==> src/rtl/pool_window_gen.sv <==
// pool_window_gen
// Turns a row-major stream of conv pixels (all channel lanes in one beat) into
// a sequence of 2x2 pooling windows. Each window goes out as four beats:
// the two pixels of the even row from the line buffer, then the held pixel
// and the current pixel of the odd row.
//
// Ports
//   clk, rst_n     clock, asynchronous active-low reset
//   clr            synchronous frame abort; wins over in_valid in the same cycle
//   in_valid/in_ready/in_data   pixel input, accepted when in_valid & in_ready
//   aa_en, aa_first_data, aa_last_data   registered window beat flags
//   data_o         beat data, one cycle behind its flags, zero otherwise
//   frame_done     one-cycle pulse after the last window of a frame
//   busy           high from the first accepted pixel until frame_done
//
// Handshake: in_valid/in_ready follow strict valid/ready semantics. A pixel
// transfers on a rising clk edge where in_valid and in_ready are both high
// and clr is low. in_ready depends only on registered state, never on
// in_valid, and is low for the four EMIT cycles of every window.
//
// Lane l occupies in_data[(INPUT_NUM-1-l)*WD +: WD], so lane 0 sits in the
// most-significant bits. Lanes are moved verbatim; nothing is computed on them.

`ifndef WD
`define WD 8
`endif

module pool_window_gen #(
  parameter int INPUT_NUM = 6,
  parameter int FM_W      = 28,
  parameter int FM_H      = 28
) (
  input  logic                      clk,
  input  logic                      rst_n,
  input  logic                      clr,
  input  logic                      in_valid,
  output logic                      in_ready,
  input  logic [`WD*INPUT_NUM-1:0]  in_data,
  output logic                      aa_en,
  output logic                      aa_first_data,
  output logic                      aa_last_data,
  output logic [`WD*INPUT_NUM-1:0]  data_o,
  output logic                      frame_done,
  output logic                      busy
);

  localparam int DW = `WD * INPUT_NUM;
  localparam int CW = $clog2(FM_W);
  localparam int RW = $clog2(FM_H);
  localparam logic [CW-1:0] COL_LAST = CW'(FM_W - 1);
  localparam logic [RW-1:0] ROW_LAST = RW'(FM_H - 1);

  typedef enum logic [1:0] {
    ST_EVEN = 2'd0,
    ST_ODD  = 2'd1,
    ST_EMIT = 2'd2
  } state_t;

  state_t          state;
  logic [CW-1:0]   col;
  logic [RW-1:0]   row;
  logic [1:0]      beat;

  logic [DW-1:0]   lbuf [FM_W];
  logic [DW-1:0]   hold_q;
  logic [DW-1:0]   pix_q;

  logic            accept;
  logic            col_last;
  logic            row_last;
  logic [DW-1:0]   beat_data;

  assign in_ready = (state != ST_EMIT);
  assign accept   = in_valid & in_ready & ~clr;
  assign col_last = (col == COL_LAST);
  assign row_last = (row == ROW_LAST);

  // During EMIT the counters still point at the odd pixel (r,c) that opened
  // the window; they only advance once the fourth beat has been issued.
  always_comb begin
    beat_data = '0;
    case (beat)
      2'd0:    beat_data = lbuf[col - CW'(1)];
      2'd1:    beat_data = lbuf[col];
      2'd2:    beat_data = hold_q;
      default: beat_data = pix_q;
    endcase
  end

  // Pixel storage carries no reset: its contents are never observed before
  // being rewritten in the current frame.
  always_ff @(posedge clk) begin
    if (accept) begin
      if (state == ST_EVEN) begin
        lbuf[col] <= in_data;
      end else if (!col[0]) begin
        hold_q <= in_data;
      end else begin
        pix_q <= in_data;
      end
    end
  end

  always_ff @(posedge clk or negedge rst_n) begin
    if (!rst_n) begin
      state         <= ST_EVEN;
      col           <= '0;
      row           <= '0;
      beat          <= '0;
      aa_en         <= 1'b0;
      aa_first_data <= 1'b0;
      aa_last_data  <= 1'b0;
      data_o        <= '0;
      frame_done    <= 1'b0;
      busy          <= 1'b0;
    end else if (clr) begin
      state         <= ST_EVEN;
      col           <= '0;
      row           <= '0;
      beat          <= '0;
      aa_en         <= 1'b0;
      aa_first_data <= 1'b0;
      aa_last_data  <= 1'b0;
      data_o        <= '0;
      frame_done    <= 1'b0;
      busy          <= 1'b0;
    end else begin
      frame_done <= 1'b0;
      // Data trails the flags by one cycle: sample the beat chosen this cycle.
      data_o     <= (state == ST_EMIT) ? beat_data : '0;
      if (accept) begin
        busy <= 1'b1;
      end

      case (state)
        ST_EVEN: begin
          if (accept) begin
            if (col_last) begin
              col   <= '0;
              row   <= row + RW'(1);
              state <= ST_ODD;
            end else begin
              col <= col + CW'(1);
            end
          end
        end

        ST_ODD: begin
          if (accept) begin
            if (col[0]) begin
              state         <= ST_EMIT;
              beat          <= '0;
              aa_en         <= 1'b1;
              aa_first_data <= 1'b1;
              aa_last_data  <= 1'b0;
            end else begin
              col <= col + CW'(1);
            end
          end
        end

        ST_EMIT: begin
          aa_first_data <= 1'b0;
          if (beat == 2'd3) begin
            aa_en        <= 1'b0;
            aa_last_data <= 1'b0;
            beat         <= '0;
            if (col_last) begin
              col   <= '0;
              state <= ST_EVEN;
              if (row_last) begin
                row        <= '0;
                frame_done <= 1'b1;
                busy       <= 1'b0;
              end else begin
                row <= row + RW'(1);
              end
            end else begin
              col   <= col + CW'(1);
              state <= ST_ODD;
            end
          end else begin
            beat         <= beat + 2'd1;
            aa_last_data <= (beat == 2'd2);
          end
        end

        default: state <= ST_EVEN;
      endcase
    end
  end

endmodule

==> config.mk <==
export PLATFORM = sky130hd
export DESIGN_NAME = pool_window_gen
export DESIGN_NICKNAME = d
export VERILOG_FILES = /design/src/rtl/pool_window_gen.sv
export SDC_FILE = /design/constraint.sdc
export NUM_CORES = 2
export LEC_CHECK = 0
export CORE_ASPECT_RATIO = 1.5
export CORE_MARGIN = 8
export CORE_UTILIZATION = 40
export DETAILED_ROUTE_END_ITERATION = 8
export HOLD_SLACK_MARGIN = 0.15
export PLACE_DENSITY_LB_ADDON = 0.2
export SYNTH_ARGS = -nofsm -noshare
export SYNTH_HDL_FRONTEND = slang
export SYNTH_SLANG_ARGS = --single-unit
export TNS_END_PERCENT = 30
==> constraint.sdc <==
create_clock -name clk -period 8.2 [get_ports clk]
set_clock_uncertainty 0.1 [all_clocks]
set_input_delay 1.64 -clock clk [delete_from_list [all_inputs] [get_ports clk]]
set_output_delay 1.64 -clock clk [all_outputs]
set_load 0.03 [all_outputs]
==> results.cfg <==
[status]
result_of_the_run = complete, no violations

[floorplan]
floorplan.die.width_um = 355.7
die_h_um = 525.5
std_cell_rows = 187
fp.coreArea_sq_um = 172400
start_util_pct = 40.15
pin_count = 106
die-area_sq_um = 186900

[logic_synthesis]
synth-compound-area-share_pct = 5.057
synth_xor_xnor_area_share_pct = 0.09037
synth_seq_cells = 1507
post_synth_mux_area_share_pct = 22.88
yosys.area.top_type_share_pct = 62.46
ys_warn_count = 0
postSynthAreaPerCell_sq_um = 17.92
synth_enable_flop_cells = 1440
yosys.area_share.simple_pct = 4.545
synth_top_cells_by_count = 1440 x edfxtp_1, 567 x mux4_2, 346 x nand2_1, 248 x mux2i_1, 157 x nor2_1
synth_seq_area_share_pct = 64.88
synth_top_family_by_area = multiplexers
synth-main-ff-cell = edfxtp_1
net_count_after_synthesis = 3930
synth_top_cells_by_area = edfxtp_1 62%, mux4_2 18%, mux2i_1 3.6%, dfrtp_1 2.4%, nand2_1 1.9%
synth_cell_types = 67
postSynth.asyncResetShare_pct = 4.446
synth.most_common_cell = edfxtp_1
syn-cell-area_sq_um = 69230
synth_adder_area_share_pct = 0.2711
post_synth_inst_count = 3863
synth_largest_area_cell = edfxtp_1

[clock_network]
worstSkewPairLatency_ps = 810
cts.repair_timing.setup_buffer_count = 0
clockBufferDepth = 3
clock_tree_from_tritoncts = yes
cts.repair.resized = 0
clockRootBuffer = clkbuf_16
hold_buffers = 0
clock_sink_count = 1507
clock_tree.htree_level_count = 4
clock_transition_at_path_regs_ps = 60
cts-buffers-inserted = 150

[sta]
tightest_slew_ps = 1298
grt_setup_unrepaired = no
setup_viol_count_final = 0
drv_slew = 0
post-route-min-period_ps = 4967
final.hold.worst_slack_ps = 387.1
max-slew-margin-rel_pct = 13.18
fin_crit_sh_pct = 60.58
max_freq_mhz = 201.3
sum_neg_setup_slack_ps = 0
hold_viol_final = 0

[global_routing]
grt_start_max_net_pins = 116
grt_pass1_vias = 41770
grt_antenna_before_repair = 4
global_route.usage.total_pct = 23.36
grt_pass1_wl_um = 316300
global_route.overflow_total = 0

[layout]
syn2layout_area_growth_pct = 12.37
seq_area_sq_um = 44930
n_fill_cell = 14720
num-nets-final = 3997
multiInputGateArea_sq_um = 23100
layout.core_utilization_pct = 45.11
post_route_cells_drive_above_1_share_pct = 25.01
finalNonFillerCells = 6326

[pwr]
combPwrFrac_pct = 39.6
switching_share_pct = 35.75
ir_worst_vdd_v = 0.0005874
seq_power_share_pct = 33.8
cellLeakagePower_nw = 23.93
power.internal_w = 0.01671
power.switching_w = 0.009297
clkPwrFrac_pct = 26.6
pwr_density_cell_nw_per_um2 = 334.3

[drt]
drcViolationCount = 0
drt-pass1-iter-count = 6
drt-total-wl_um = 222600
vias = 40540
detail-route-antenna-nets = 0
first_iter_violations = 4642
routed_wire_length_per_instance_um = 35.18
per_cell_via_count_in_the_routed_design = 6.408

[critical_path]
worstSetupEndpointType = register
worstSetupPathDepth = 5
cp_slowest_cell = nor2_4
crit_path_max_incr_delay_ps = 960
endpoint = lbuf[20][0]
worst_setup_path_startpoint = clr
ff2ff_path_depth = 7
critical_path_peak_fanout = 26
path_class = input port to register
crit_required_ps = 8530
worst_ep_arrival_time_ps = 5290
critical_path_buf_inv_count = 2
reg2reg_from = col[0]
worst_path_dominant_cell_family = simple AND/OR/NAND/NOR gates
timing.critical_path.cells = clkdlybuf4s50_1, nor2_1, nand2_1, nor2_4, buf_4
worst-r2r-setup-slack_ps = 3490
crit-reg2reg-capture = data_o[33]
worst_setup_path_start_kind = input port

[placed_design]
dp_hpwl_um = 129800
gpl.final_weighted_congestion = 0.8047
io_buffer_count = 105
dp_cell_count = 6046

[worst_hold_path]
worst_hold_path_type = register to register

[job]
max-cap-violations = 0
power by group through the flow:
stage / sequential, W / clock, W / combinational [W]
2_1_floorplan: 0.00892 / 0 / 0.00714
3_3_place_gp: 0.00896 / 0 / 0.0103
3_5_place_dp: 0.00896 / 0 / 0.0103
4_1_cts: 0.00880 / 0.00704 / 0.0103
5_1_grt: 0.00881 / 0.00731 / 0.0108
6_report: 0.00879 / 0.00692 / 0.0103
metal layers:
metal	track usage [%]	wire [um]	vias to the layer above	share of wire [%]
met3	4.136	16310	462	7.3
met2	39.87	112000	1983	50
met4	9.234	9555	2	4.3
met1	29.50	84650	21800	38
li1	-	-	16290	-
met5	0	13	-	0.0058
layout make-up:
type | instances | area share, %
Sequential cell | 1507 | 57.76
Multi-Input combinational cell | 2042 | 29.69
Inverter | 13 | 0.06755
Clock inverter | 82 | 1.097
Tap cell | 2268 | 3.648
Clock buffer | 195 | 5.163
Antenna cell | 3 | 0.009650
Timing Repair Buffer | 216 | 2.564
stage by stage:
| stage | instance area (sq um) | worst slack, ps | total power, W |
|---|---|---|---|
| finish | 77790 | 3233 | 0.02601 |
| detailed placement | 72920 | 2486 | 0.01925 |
| floorplan | 69230 | 831.0 | 0.01606 |
| global placement | 72920 | 2493 | 0.01926 |
| global route | 77790 | 3104 | 0.02692 |
| CTS | 77790 | 3335 | 0.02617 |
cells in the final DEF, fill, tap and decap left out, drive strengths merged, types with 8 or more instances in the layout:
master | netlist | layout
clkbuf | 115 | 195
nand2 | 346 | 346
a22oi | 80 | 80
a21oi | 24 | 24
nor2 | 157 | 157
nor3b | 33 | 33
o21ai | 28 | 28
a211oi | 39 | 39
nand3 | 83 | 83
o311ai | 36 | 36
nor2b | 13 | 13
a311oi | 37 | 37
buf | 186 | 112
inv | 13 | 18
nand4 | 22 | 22
or2 | 8 | 8
o31ai | 10 | 10
a41o | 10 | 10
ha | 15 | 15
mux4 | 567 | 567
clkdlybuf4s50 | 0 | 104
bufinv | 0 | 12
edfxtp | 1440 | 1440
nand2b | 20 | 20
dfrtp | 67 | 67
a22o | 14 | 14
clkinv | 0 | 61
a32o | 45 | 45
o211ai | 18 | 18
o22a | 10 | 10
a221oi | 16 | 16
mux2 | 52 | 52
mux2i | 248 | 248
a31oi | 11 | 11
o22ai | 31 | 31
kinds of logic after synthesis:
group                    after synthesis
flip-flops                          1507
multiplexers                         867
AND/OR/NAND/NOR                      712
AO/OA/AOI/OAI                        443
buffers and inverters                314
adder cells (fa/ha/maj)               15
XOR/XNOR                               5
worst register-to-register path, stage by stage (launching register included):
cell and delay [ps]:
dfrtp_4 860, inv_2 540, ha_4 920, buf_12 500, mux4_2 750, nor2_1 60, o311ai_0 650, a32o_1 270
flip-flops by register name, indices dropped and copies added (netlist names), 2 cells and up:
| signal | flops |
|---|---|
| col | 5 |
| state | 2 |
| beat | 2 |
| hold_q | 48 |
| data_o | 48 |
| row | 5 |
| lbuf | 1344 |
| pix_q | 48 |
worst min path at each step:
| stage | cells after the start | slack [ps] | to | start |
|---|---|---|---|---|
| after floorplan | 2 | 380 | row[1] | row[1] |
| after global placement | 2 | 370 | aa_last_data | aa_last_data |
| after detailed placement | 2 | 380 | aa_last_data | aa_last_data |
| after CTS | 2 | 390 | aa_last_data | aa_last_data |
| after global routing | 1 | 450 | aa_first_data | aa_first_data |
| final | 2 | 390 | aa_last_data | aa_last_data |
(Power assumes the default switching activity.)
